`src/rtl/mips_pkg.sv`:
```
// Shared encodings for the multi-cycle MIPS core: sequencer states, opcode
// constants, PC source selects and the opcode class enumeration.
package mips_pkg;

    typedef enum logic [2:0] {
        S_FETCH  = 3'd0,
        S_DECODE = 3'd1,
        S_EXEC   = 3'd2,
        S_MEM    = 3'd3,
        S_WB     = 3'd4,
        S_HALT   = 3'd7
    } state_t;

    typedef enum logic [2:0] {
        CLS_ALU,
        CLS_LOAD,
        CLS_STORE,
        CLS_BRANCH,
        CLS_J,
        CLS_JAL,
        CLS_ILLEGAL
    } op_class_t;

    localparam logic [1:0] PC_SRC_SEQ    = 2'b00;
    localparam logic [1:0] PC_SRC_BRANCH = 2'b01;
    localparam logic [1:0] PC_SRC_JUMP   = 2'b10;

    localparam logic [5:0] OP_RTYPE = 6'b000000;
    localparam logic [5:0] OP_ADDI  = 6'b001000;
    localparam logic [5:0] OP_ADDIU = 6'b001001;
    localparam logic [5:0] OP_ANDI  = 6'b001100;
    localparam logic [5:0] OP_ORI   = 6'b001101;
    localparam logic [5:0] OP_SLTI  = 6'b001010;
    localparam logic [5:0] OP_SLTIU = 6'b001011;
    localparam logic [5:0] OP_LW    = 6'b100011;
    localparam logic [5:0] OP_LHU   = 6'b100101;
    localparam logic [5:0] OP_LBU   = 6'b100100;
    localparam logic [5:0] OP_SW    = 6'b101011;
    localparam logic [5:0] OP_SH    = 6'b101001;
    localparam logic [5:0] OP_SB    = 6'b101000;
    localparam logic [5:0] OP_BEQ   = 6'b000100;
    localparam logic [5:0] OP_BNE   = 6'b000101;
    localparam logic [5:0] OP_J     = 6'b000010;
    localparam logic [5:0] OP_JAL   = 6'b000011;

endpackage

```
`src/rtl/opcode_class.sv`:
```
// Combinational opcode-to-class map; anything not listed is illegal.
module opcode_class
    import mips_pkg::*;
(
    input  logic [5:0] opcode,
    output op_class_t  op_class
);

    always_comb begin
        case (opcode)
            OP_RTYPE, OP_ADDI, OP_ADDIU, OP_ANDI,
            OP_ORI, OP_SLTI, OP_SLTIU:          op_class = CLS_ALU;
            OP_LW, OP_LHU, OP_LBU:              op_class = CLS_LOAD;
            OP_SW, OP_SH, OP_SB:                op_class = CLS_STORE;
            OP_BEQ, OP_BNE:                     op_class = CLS_BRANCH;
            OP_J:                               op_class = CLS_J;
            OP_JAL:                             op_class = CLS_JAL;
            default:                            op_class = CLS_ILLEGAL;
        endcase
    end

endmodule

```
`src/rtl/mips_mc_sequencer.sv`:
```
// Multi-cycle instruction sequencer: FETCH/DECODE/EXEC/MEM/WB over one shared
// memory port, with illegal-opcode and memory time-out halts and a retire count.
module mips_mc_sequencer
    import mips_pkg::*;
#(
    parameter int MAX_WAIT = 15,
    parameter int WAIT_W   = 4
)
(
    input  logic        clk,
    input  logic        rst,
    input  logic [5:0]  opcode,
    input  logic        mem_ready,
    output logic [2:0]  state,
    output logic        mem_req,
    output logic        mem_we,
    output logic        addr_sel,
    output logic        ir_write,
    output logic        pc_write,
    output logic        pc_write_cond,
    output logic [1:0]  pc_src,
    output logic        reg_write,
    output logic        halted,
    output logic        illegal,
    output logic        bus_error,
    output logic [31:0] instret
);

    localparam logic [WAIT_W-1:0] WAIT_LIMIT = WAIT_W'(MAX_WAIT);

    state_t            cur_state;
    op_class_t         op_class;
    logic [WAIT_W-1:0] wait_cnt;
    logic              timed_out;

    opcode_class u_opcode_class (
        .opcode   (opcode),
        .op_class (op_class)
    );

    assign state     = cur_state;
    assign halted    = (cur_state == S_HALT);
    assign timed_out = !mem_ready && (wait_cnt == WAIT_LIMIT);

    // NOTE: state and counters use non-blocking assignments so every branch
    // reads the pre-edge values, matching the flops they describe.
    always_ff @(posedge clk) begin
        if (rst) begin
            cur_state <= S_FETCH;
            wait_cnt  <= '0;
            instret   <= '0;
            illegal   <= 1'b0;
            bus_error <= 1'b0;
        end else begin
            // Counter is zero whenever a transaction begins, since the cycle
            // before any entry to FETCH or MEM is never a waiting cycle.
            wait_cnt <= (mem_req && !mem_ready) ? wait_cnt + 1'b1 : '0;

            case (cur_state)
                S_FETCH: begin
                    if (mem_ready) begin
                        cur_state <= S_DECODE;
                    end else if (timed_out) begin
                        cur_state <= S_HALT;
                        bus_error <= 1'b1;
                    end
                end
                S_DECODE: begin
                    case (op_class)
                        CLS_J, CLS_JAL: begin
                            cur_state <= S_FETCH;
                            instret   <= instret + 32'd1;
                        end
                        CLS_ILLEGAL: begin
                            cur_state <= S_HALT;
                            illegal   <= 1'b1;
                        end
                        default: cur_state <= S_EXEC;
                    endcase
                end
                S_EXEC: begin
                    case (op_class)
                        CLS_BRANCH: begin
                            cur_state <= S_FETCH;
                            instret   <= instret + 32'd1;
                        end
                        CLS_LOAD, CLS_STORE: cur_state <= S_MEM;
                        default:             cur_state <= S_WB;
                    endcase
                end
                S_MEM: begin
                    if (mem_ready) begin
                        if (op_class == CLS_STORE) begin
                            cur_state <= S_FETCH;
                            instret   <= instret + 32'd1;
                        end else begin
                            cur_state <= S_WB;
                        end
                    end else if (timed_out) begin
                        cur_state <= S_HALT;
                        bus_error <= 1'b1;
                    end
                end
                S_WB: begin
                    cur_state <= S_FETCH;
                    instret   <= instret + 32'd1;
                end
                default: cur_state <= S_HALT;
            endcase
        end
    end

    // Enables depend on mem_ready so each pulse lands on the edge that
    // completes the transfer rather than one cycle later.
    // NOTE: every output gets a default first so no path infers a latch.
    always_comb begin
        mem_req       = 1'b0;
        mem_we        = 1'b0;
        addr_sel      = 1'b0;
        ir_write      = 1'b0;
        pc_write      = 1'b0;
        pc_write_cond = 1'b0;
        pc_src        = PC_SRC_SEQ;
        reg_write     = 1'b0;
        if (!rst) begin
            case (cur_state)
                S_FETCH: begin
                    mem_req  = 1'b1;
                    ir_write = mem_ready;
                    pc_write = mem_ready;
                end
                S_DECODE: begin
                    if (op_class == CLS_J || op_class == CLS_JAL) begin
                        pc_write = 1'b1;
                        pc_src   = PC_SRC_JUMP;
                    end
                    reg_write = (op_class == CLS_JAL);
                end
                S_EXEC: begin
                    if (op_class == CLS_BRANCH) begin
                        pc_write_cond = 1'b1;
                        pc_src        = PC_SRC_BRANCH;
                    end
                end
                S_MEM: begin
                    mem_req  = 1'b1;
                    addr_sel = 1'b1;
                    mem_we   = (op_class == CLS_STORE);
                end
                S_WB: reg_write = 1'b1;
                default: ;
            endcase
        end
    end

endmodule
```
`config.mk`:
```
export PLATFORM = sky130hd
export DESIGN_NAME = mips_mc_sequencer
export DESIGN_NICKNAME = d
export VERILOG_FILES = /design/src/rtl/mips_pkg.sv /design/src/rtl/opcode_class.sv /design/src/rtl/mips_mc_sequencer.sv
export SDC_FILE = /design/constraint.sdc
export NUM_CORES = 1
export LEC_CHECK = 0
export ABC_CLOCK_PERIOD_IN_PS = 5150
export BUFFER_PORTS_ARGS = -buffer_cell sky130_fd_sc_hd__buf_2
export CORE_ASPECT_RATIO = 1.5
export CORE_MARGIN = 10
export CORE_UTILIZATION = 55
export DETAILED_ROUTE_END_ITERATION = 7
export GPL_TIMING_DRIVEN = 1
export HOLD_SLACK_MARGIN = 0.1
export PLACE_DENSITY = 0.82
export SLEW_MARGIN = 40
export SYNTH_ARGS = -nofsm -noshare
export SYNTH_HDL_FRONTEND = slang
export SYNTH_SLANG_ARGS = --single-unit
```
`constraint.sdc`:
```
create_clock -name clk -period 5.15 [get_ports clk]
set_input_delay 1.03 -clock clk [delete_from_list [all_inputs] [get_ports clk]]
set_output_delay 1.03 -clock clk [all_outputs]
set_load 0.03 [all_outputs]
```
# Word-level counts from Yosys, hierarchy flattened
# Memory sizes are Yosys's and may differ from the RTL's.
# Index checks and enable logic that the tools add are counted.
dict set report totals {
  regBits 41
  mem_bits_ro 192
  input_bits 9
  output_inout_bits 47
  elab_cells 71
  mem_count 1
}
dict set report classes {
  add_sub_neg 2
  eq_ne 16
  n_mux 32
  bitwise 2
  n_reduce_logical 13
}
# memory depth word_bits rd rd_ports_with_merged_regs write_ports line
set memory_table {}
lappend memory_table {{(no name shown)} 64 3 1 0 0 opcode_class.sv:10} ;# case (opcode)
# operator n
set op_table {}
lappend op_table {{$mux 32} 4}
lappend op_table {{$pmux 32 s4} 1}
lappend op_table {{$add 32x1->32 const B} 1}
lappend op_table {{$eq 3x3->1 const B} 5}
lappend op_table {{$mux 1} 15}
lappend op_table {{$pmux 3 s5} 1}
lappend op_table {{$eq 3x2->1 const B} 4}
lappend op_table {{$mux 3} 4}
lappend op_table {{$pmux 3 s2} 2}
lappend op_table {{$reduce_or 2->1} 4}
lappend op_table {{$eq 3x1->1 const B} 2}
lappend op_table {{$ne 2x2->1 const B} 3}
lappend op_table {{$reduce_and 5->1} 1}
lappend op_table {{$add 4x1->4 const B} 1}
lappend op_table {{$eq 4x4->1 const B} 1}
lappend op_table {{$mux 2} 2}
lappend op_table {{$pmux 1 s2} 2}
lappend op_table {{$pmux 2 s2} 1}
lappend op_table {{$reduce_bool 4->1} 1}
lappend op_table {{$logic_not 3->1} 1}
lappend op_table {{$reduce_and 3->1} 1}
lappend op_table {{$logic_and 1x1->1} 2}
lappend op_table {{$ne 2x1->1 const B} 1}
lappend op_table {{$not 1->1} 2}
lappend op_table {{3 further kinds} 3}

# Logic depth before layout (Yosys ltp)
# Gate-level depths: netlist (run 1).
dict set report depth {
  word_depth 7
  depth_mapped 8
}

# Cells and area by module
# Synthesis (run 1) repeated with hierarchy kept, for this count alone.
dict set report hier_totals {
  cells_unflattened 284
  hier_area_um2 2372.3
}
# mod instances cells_per_inst area_each_um2 seq_area_each_um2
set by_module_without_submodules {}
lappend by_module_without_submodules {mips_mc_sequencer 1 267 2263.4 820.8}
lappend by_module_without_submodules {opcode_class 1 17 108.9 0.0}

# Worst setup path after synthesis (run 1)
# No wires, ideal clock.
dict set report synth_path {
  kind {input port to output port}
  startpoint {input opcode[3]}
  endpoint {output mem_we}
  arrival_time_ns 2.400
  required_ns 4.120
  setup_slack_ns 1.720
  stages 4
  path_cell_list {buf_2 > and4bb_1 > nand2_1 > nor4_1}
}
dict set report synth_between {
  elab_chain_len 4
}
# element line
set synth_rtl {}
lappend synth_rtl {{start: declaration} mips_mc_sequencer.sv:12} ;# input logic [5:0] opcode,
lappend synth_rtl {{$mem_v2 64x3} n/a}
lappend synth_rtl {{$eq 3x2->1} mips_mc_sequencer.sv:148} ;# mem_we = (op_class == CLS_STORE);
lappend synth_rtl {{$mux 1} mips_mc_sequencer.sv:126} ;# case (cur_state)
lappend synth_rtl {{$mux 1} mips_mc_sequencer.sv:125} ;# if (!rst) begin
lappend synth_rtl {{end: declaration} mips_mc_sequencer.sv:16} ;# output logic mem_we,
# Every way passes these cells.

# Final worst setup path (run 1)
dict set report layout_path {
  startpoint {input rst}
  endpoint {output pc_write}
}
dict set report layout_between {
  elab_chain_len 1
}
# element line
set layout_rtl {}
lappend layout_rtl {{start: declaration} mips_mc_sequencer.sv:11} ;# input logic rst,
lappend layout_rtl {{$mux 1} mips_mc_sequencer.sv:125}
lappend layout_rtl {{end: declaration} mips_mc_sequencer.sv:19} ;# output logic pc_write,
# Every way passes these cells.

==> results of run 1 <==
[final cells by class]
| cell class | instances | area [sq um] | share of cell area |
|---|---|---|---|
| tap | 45 | 56.3 | 0.0211 |
| clock buffer | 5 | 68.8 | 0.0258 |
| multi-input combinational | 230 | 1390 | 0.522 |
| sequential | 41 | 821 | 0.308 |
| timing repair buffer | 56 | 283 | 0.106 |
| inverter | 7 | 26.3 | 0.00987 |
| clock inverter | 3 | 17.5 | 0.00658 |
[state kept, by name, summed over array words and instances, names as in the netlist]
signal / cells
bus_error: 1
wait_cnt: 4
instret: 32
illegal: 1
state: 3
[per-stage QoR]
stage	cell area [sq um]	instances
2_1_floorplan	2320	297
3_3_place_gp	2580	379
3_5_place_dp	2580	379
4_1_cts	2660	387
5_1_grt	2660	387
6_report	2660	387
[final timing paths]
| check | from | slack, ns | to | depth (start not counted) |
|---|---|---|---|---|
| setup reg to reg | state[1] | 2.86 | instret[22] | 6 |
| hold / removal | illegal | 0.44 | illegal | 2 |
| setup / recovery | rst | 1.70 | pc_write | 5 |
| hold reg to reg | illegal | 0.44 | illegal | 2 |
[worst register-to-register path, stage by stage (launching register included)]
cell and delay, ns:
dfxtp_1 0.61, and3b_1 0.28, a21boi_1 0.10, a22o_1 0.24, buf_4 0.26, or4_1 0.57, a21oi_1 0.17
[cells by family (layout without fill, tap and decap cells)]
| logic type | Yosys count | in the layout | share of synthesized area |
|---|---|---|---|
| flip-flops | 41 | 41 | 0.353 |
| adder cells (fa/ha/maj) | 2 | 2 | 0.0108 |
| XOR/XNOR | 4 | 4 | 0.0151 |
| multiplexers | 2 | 2 | 0.00915 |
| AND/OR/NAND/NOR | 138 | 138 | 0.346 |
| AO/OA/AOI/OAI | 84 | 84 | 0.217 |
| buffers and inverters | 26 | 71 | 0.0490 |
[Yosys cell counts, types with 4 or more instances]
cell type / n
or4_1: 14
nand2_1: 24
o21ai_0: 18
inv_1: 7
or3_1: 13
dfxtp_1: 41
clkbuf_1: 13
a31oi_1: 5
nand3_1: 10
and4_1: 4
or2_2: 4
nor2b_1: 8
and3_1: 4
nand4_1: 7
buf_2: 4
nor3_1: 7
o31ai_1: 14
a21oi_1: 34
nor2_1: 23
[power by group through the flow]
stage | clock network (mW) | logic, mW | registers [mW]
floorplan | 0 | 0.226 | 0.392
global placement | 0 | 0.285 | 0.384
detailed placement | 0 | 0.289 | 0.385
CTS | 0.211 | 0.289 | 0.376
global route | 0.221 | 0.321 | 0.382
finish | 0.205 | 0.292 | 0.377
[per-layer routing]
layer | global-route usage | routed length, microns
met5 | 0 | 0
met4 | 0.0806 | 146
met3 | 0.0318 | 313
met2 | 0.291 | 3030
met1 | 0.167 | 2290
==> results.json, run 1 <==
{
  "start_kind": "input port",
  "firstDrtPassIters": 5,
  "grt_max_degree": 59,
  "swShare": 0.411,
  "layout_commonest_cell": "buf_2",
  "min_path_type": "reg2reg",
  "syn_area_sq_um": 2320,
  "viasPerCell": 6.26,
  "rows": 28,
  "status": "complete, no violations",
  "syn2layout_area_growth_pct": 14.5,
  "grt_remaining_overflow": 0,
  "clockBufferDepth": 2,
  "io_buffers": 55,
  "grt_util_all_layers": 0.161,
  "ys.flop_type": "dfxtp_1",
  "criticalPathCategory": "in2out",
  "cp.required_ns": 4.12,
  "cp-end-kind": "output pin",
  "synth-async-reset-ratio": 0,
  "tightestPinTransition_ns": 0.787,
  "die_w_microns": 73.1,
  "yosys.area.top_type": "dfxtp_1",
  "syn_nets": 308,
  "ys_seq_area_frac": 0.353,
  "slowest_stage": "buf_2",
  "place_ws_ns": 1.71,
  "setup_tns_ns": 0,
  "synth_edf_count": 0,
  "irDropWorstVdd_uv": 268,
  "die_area_sq_um": 7280,
  "syn_inst": 297,
  "wl_per_cell_microns": 14.9,
  "p_per_area_nw_per_um2": 328,
  "cts_inserted_buffers": 5,
  "routabilityCongestion": 0.846,
  "internal-power_mw": 0.514,
  "clk_pin_slew_ns": 0.07,
  "hold_buffers": 0,
  "critPathMaxFanout": 44,
  "io_pins": 56,
  "cp.arrival_ns": 2.42,
  "final_cell_mix": "buf_2 (55), dfxtp_1 (41), a21oi_1 (34), nand2_1 (24), nor2_1 (23)",
  "cap_violations": 0,
  "insertion_delay_ns": 0.30,
  "cts-resized-gates": 0,
  "netlist_top_cells_area": "dfxtp_1 (35%), a21oi_1 (7.3%), o31ai_1 (4.5%)",
  "core-area_sq_um": 4030,
  "p_leak_nw": 1.01,
  "synth-seq-cells": 41,
  "clock-root-buffer": "clkbuf_8",
  "drive_above_1_share": 0.216,
  "fillers": 375,
  "cts.sinks": 41,
  "rsz0062_at_grt": "false",
  "seq_power_share": 0.431,
  "finalCritPeriodShare": 0.671,
  "initial_utilization": 0.577,
  "cts_tree": "built",
  "drt_iter0_markers": 216,
  "vias": 2421,
  "drc": 0,
  "ys.warnings.count": 0,
  "hold_viol": 0,
  "final_max_slew_viol_count": 0,
  "synth_cell_types": 50,
  "n_antenna_cell": 0,
  "grt_pass1_wl_microns": 10000,
  "post_cts_buffers": 0,
  "worst-path-buf-inv": 2,
  "skew_ns": 0.00614,
  "critical-path-top-delay-family": "buffers and inverters",
  "routed_wirelength_microns": 5780,
  "antenna_found_initial": 0,
  "crit_top_cell": "buf_2",
  "finalNetCount": 352,
  "finalCriticalPeriod_ns": 3.45,
  "ant_nets": 0,
  "p_clk_frac": 0.234,
  "finalPower_mw": 0.874,
  "comb_power_share": 0.334,
  "die_h_microns": 99.6,
  "avgSynthCellArea_sq_um": 7.83,
  "grt_pass1_vias": 2372,
  "setup_slack_ns": 1.70,
  "synth_top_area_frac": 0.353,
  "fin_util": 0.661,
  "htreeDepth": 2,
  "setup_viol": 0,
  "max_stage_delay_ns": 0.60,
  "dpl.hpwl_microns": 4260,
  "fmax_mhz": 290,
  "maxSlewHeadroom": 0.475,
  "fin_hold_ws_ns": 0.443,
  "p_switching_mw": 0.359,
  "worstPathCellList": "buf_2 > nor2_1 > and3_1 > or2_2 > buf_2"
}
No activity file was read; power rests on OpenSTA's default activity.
==> inputs of run 2 (changes only) <==
--- a/config.mk
+++ b/config.mk
@@ -5,15 +5,15 @@
 export SDC_FILE = /design/constraint.sdc
 export NUM_CORES = 1
 export LEC_CHECK = 0
-export ABC_CLOCK_PERIOD_IN_PS = 5150
+export ABC_CLOCK_PERIOD_IN_PS = 3000
 export BUFFER_PORTS_ARGS = -buffer_cell sky130_fd_sc_hd__buf_2
 export CORE_ASPECT_RATIO = 1.5
 export CORE_MARGIN = 10
-export CORE_UTILIZATION = 55
+export CORE_UTILIZATION = 48
 export DETAILED_ROUTE_END_ITERATION = 7
 export GPL_TIMING_DRIVEN = 1
 export HOLD_SLACK_MARGIN = 0.1
-export PLACE_DENSITY = 0.82
+export PLACE_DENSITY = 0.76
 export SLEW_MARGIN = 40
 export SYNTH_ARGS = -nofsm -noshare
 export SYNTH_HDL_FRONTEND = slang
==> constraint.sdc (replaced) <==
create_clock -name clk -period 3 [get_ports clk]
set_input_delay 0.6 -clock clk [delete_from_list [all_inputs] [get_ports clk]]
set_output_delay 0.6 -clock clk [all_outputs]
set_load 0.03 [all_outputs]
==> results.json, run 2 (synthesized netlist as in run 1, its figures left out) <==
{
  "rsz0062_at_grt": "false",
  "status": "complete, no violations",
  "top_register": "instret",
  "r2r-end": "instret[22]",
  "r2r_slack_ns": 0.62,
  "fin_hold_ws_ns": 0.452,
  "antenna_found_initial": 0,
  "cts_inserted_buffers": 5,
  "cp.arrival_ns": 1.79,
  "rows": 31,
  "hold_viol": 0,
  "core-area_sq_um": 4770,
  "final_max_slew_viol_count": 0,
  "setup.worst_path.end": "pc_write",
  "dpl.hpwl_microns": 4480,
  "p_switching_mw": 0.617,
  "rr_startpoint": "state[1]",
  "routabilityCongestion": 0.906,
  "finalNetCount": 354,
  "criticalPathCategory": "in2out",
  "irDropWorstVdd_uv": 380,
  "worst-path-buf-inv": 2,
  "swShare": 0.378,
  "fmax_mhz": 419,
  "seq_power_share": 0.397,
  "grt_remaining_overflow": 0,
  "die_area_sq_um": 8080,
  "post_cts_buffers": 0,
  "maxSlewHeadroom": 0.639,
  "syn2layout_area_growth_pct": 18.1,
  "cts-resized-gates": 0,
  "cp-end-kind": "output pin",
  "grt_pass1_vias": 2326,
  "hold_buffers": 0,
  "slowest_stage": "nor3_4",
  "setup_tns_ns": 0,
  "htreeDepth": 2,
  "finalPower_mw": 1.63,
  "final_area_sq_um": 2750,
  "grt_max_degree": 43,
  "drc": 0,
  "comb_power_share": 0.325,
  "tightestPinTransition_ns": 0.542,
  "io_pins": 56,
  "clock-root-buffer": "clkbuf_8",
  "crit_top_cell": "buf_2",
  "cp.required_ns": 2.40,
  "critical-path-top-delay-family": "simple AND/OR/NAND/NOR gates",
  "initial_utilization": 0.487,
  "worstPathCellList": "buf_2 > nor3_4 > nand2_1 > nor2_1 > and3_1 > or2_2 > buf_2",
  "vias": 2421,
  "routed_wirelength_microns": 6030,
  "n_antenna_cell": 0,
  "die_w_microns": 76.8,
  "start_kind": "input port",
  "clockBufferDepth": 2,
  "p_leak_nw": 1.04,
  "min_path_type": "reg2reg",
  "setup_viol": 0,
  "cts.sinks": 41,
  "cap_violations": 0,
  "cts_tree": "built",
  "wl_per_cell_microns": 14.7,
  "finalCriticalPeriod_ns": 2.39,
  "skew_ns": 0.00513,
  "crit_cells": 7,
  "layout_commonest_cell": "buf_2",
  "io_buffers": 55,
  "grt_pass1_wl_microns": 10100,
  "viasPerCell": 5.90,
  "insertion_delay_ns": 0.29,
  "clk_pin_slew_ns": 0.07,
  "max_stage_delay_ns": 0.26,
  "crit_start": "opcode[3]",
  "die_h_microns": 105,
  "grt_util_all_layers": 0.145,
  "reg2reg_depth": 6,
  "critPathMaxFanout": 10,
  "drt_iter0_markers": 193,
  "internal-power_mw": 1.01,
  "drive_above_1_share": 0.218,
  "p_per_area_nw_per_um2": 594,
  "final_cell_mix": "buf_2 (55), dfxtp_1 (41), a21oi_1 (34), nand2_1 (24), nor2_1 (23)",
  "largest_reg_flops": 32,
  "firstDrtPassIters": 4,
  "finalCritPeriodShare": 0.796,
  "ant_nets": 0,
  "p_clk_frac": 0.278,
  "placed_cell_area_sq_um": 2630
}
run 2: changes by cell type in the layout (fill, tap and decap cells not counted):
cell / previous run / this run
buf_4: 1 / 2
clkinv_2: 2 / 0
clkinvlp_4: 1 / 0
bufinv_16: 0 / 1
clkbuf_1: 0 / 1
clkbuf_8: 5 / 6
buf_12: 0 / 1
run 2: cell type report:
| type | count | area (sq um) |
|---|---|---|
| Tap cell | 66 | 82.6 |
| Timing Repair Buffer | 58 | 310 |
| Clock buffer | 7 | 86.3 |
| Multi-Input combinational cell | 230 | 1390 |
| Fill cell | 476 | 2020 |
| Inverter | 7 | 26.3 |
| Clock inverter | 1 | 30.0 |
| Sequential cell | 41 | 821 |
run 2: worst min-delay path by stage:
stage | startpoint | slack, ns | endpoint | cells after the start
after floorplan | wait_cnt[0] | 0.42 | wait_cnt[0] | 1
after global placement | wait_cnt[0] | 0.43 | wait_cnt[0] | 1
after detailed placement | illegal | 0.44 | illegal | 2
after CTS | illegal | 0.45 | illegal | 2
after global routing | wait_cnt[0] | 0.48 | wait_cnt[0] | 1
final | illegal | 0.45 | illegal | 2
run 2: per-layer routing:
| metal | track usage | part of all wire | up-vias |
|---|---|---|---|
| li1 | - | - | 1209 |
| met5 | 0 | 0 | - |
| met4 | 0.0747 | 0.028 | 0 |
| met3 | 0.0374 | 0.053 | 16 |
| met1 | 0.153 | 0.42 | 1116 |
| met2 | 0.258 | 0.50 | 80 |
run 2: through the flow:
| step | setup WS (ns) | cells | utilization |
|---|---|---|---|
| floorplan | 0.430 | 297 | - |
| global placement | 0.489 | 402 | 0.551 |
| detailed placement | 0.425 | 402 | 0.551 |
| CTS | 0.624 | 410 | 0.576 |
| global route | 0.462 | 410 | 0.576 |
| finish | 0.612 | 410 | 0.576 |
run 2: power groups by stage:
stage | registers [mW] | clock network, mW | logic [mW]
6_report | 0.648 | 0.453 | 0.531
5_1_grt | 0.657 | 0.486 | 0.583
4_1_cts | 0.647 | 0.468 | 0.529
3_5_place_dp | 0.660 | 0 | 0.527
3_3_place_gp | 0.660 | 0 | 0.523
2_1_floorplan | 0.672 | 0 | 0.388
run 2: worst register-to-register path: cells and delay by family (launching register included):
kind | cells | cell delay (ns)
flip-flops | 1 | 0.60
buffers and inverters | 1 | 0.26
AO/OA/AOI/OAI | 3 | 0.67
AND/OR/NAND/NOR | 2 | 0.78
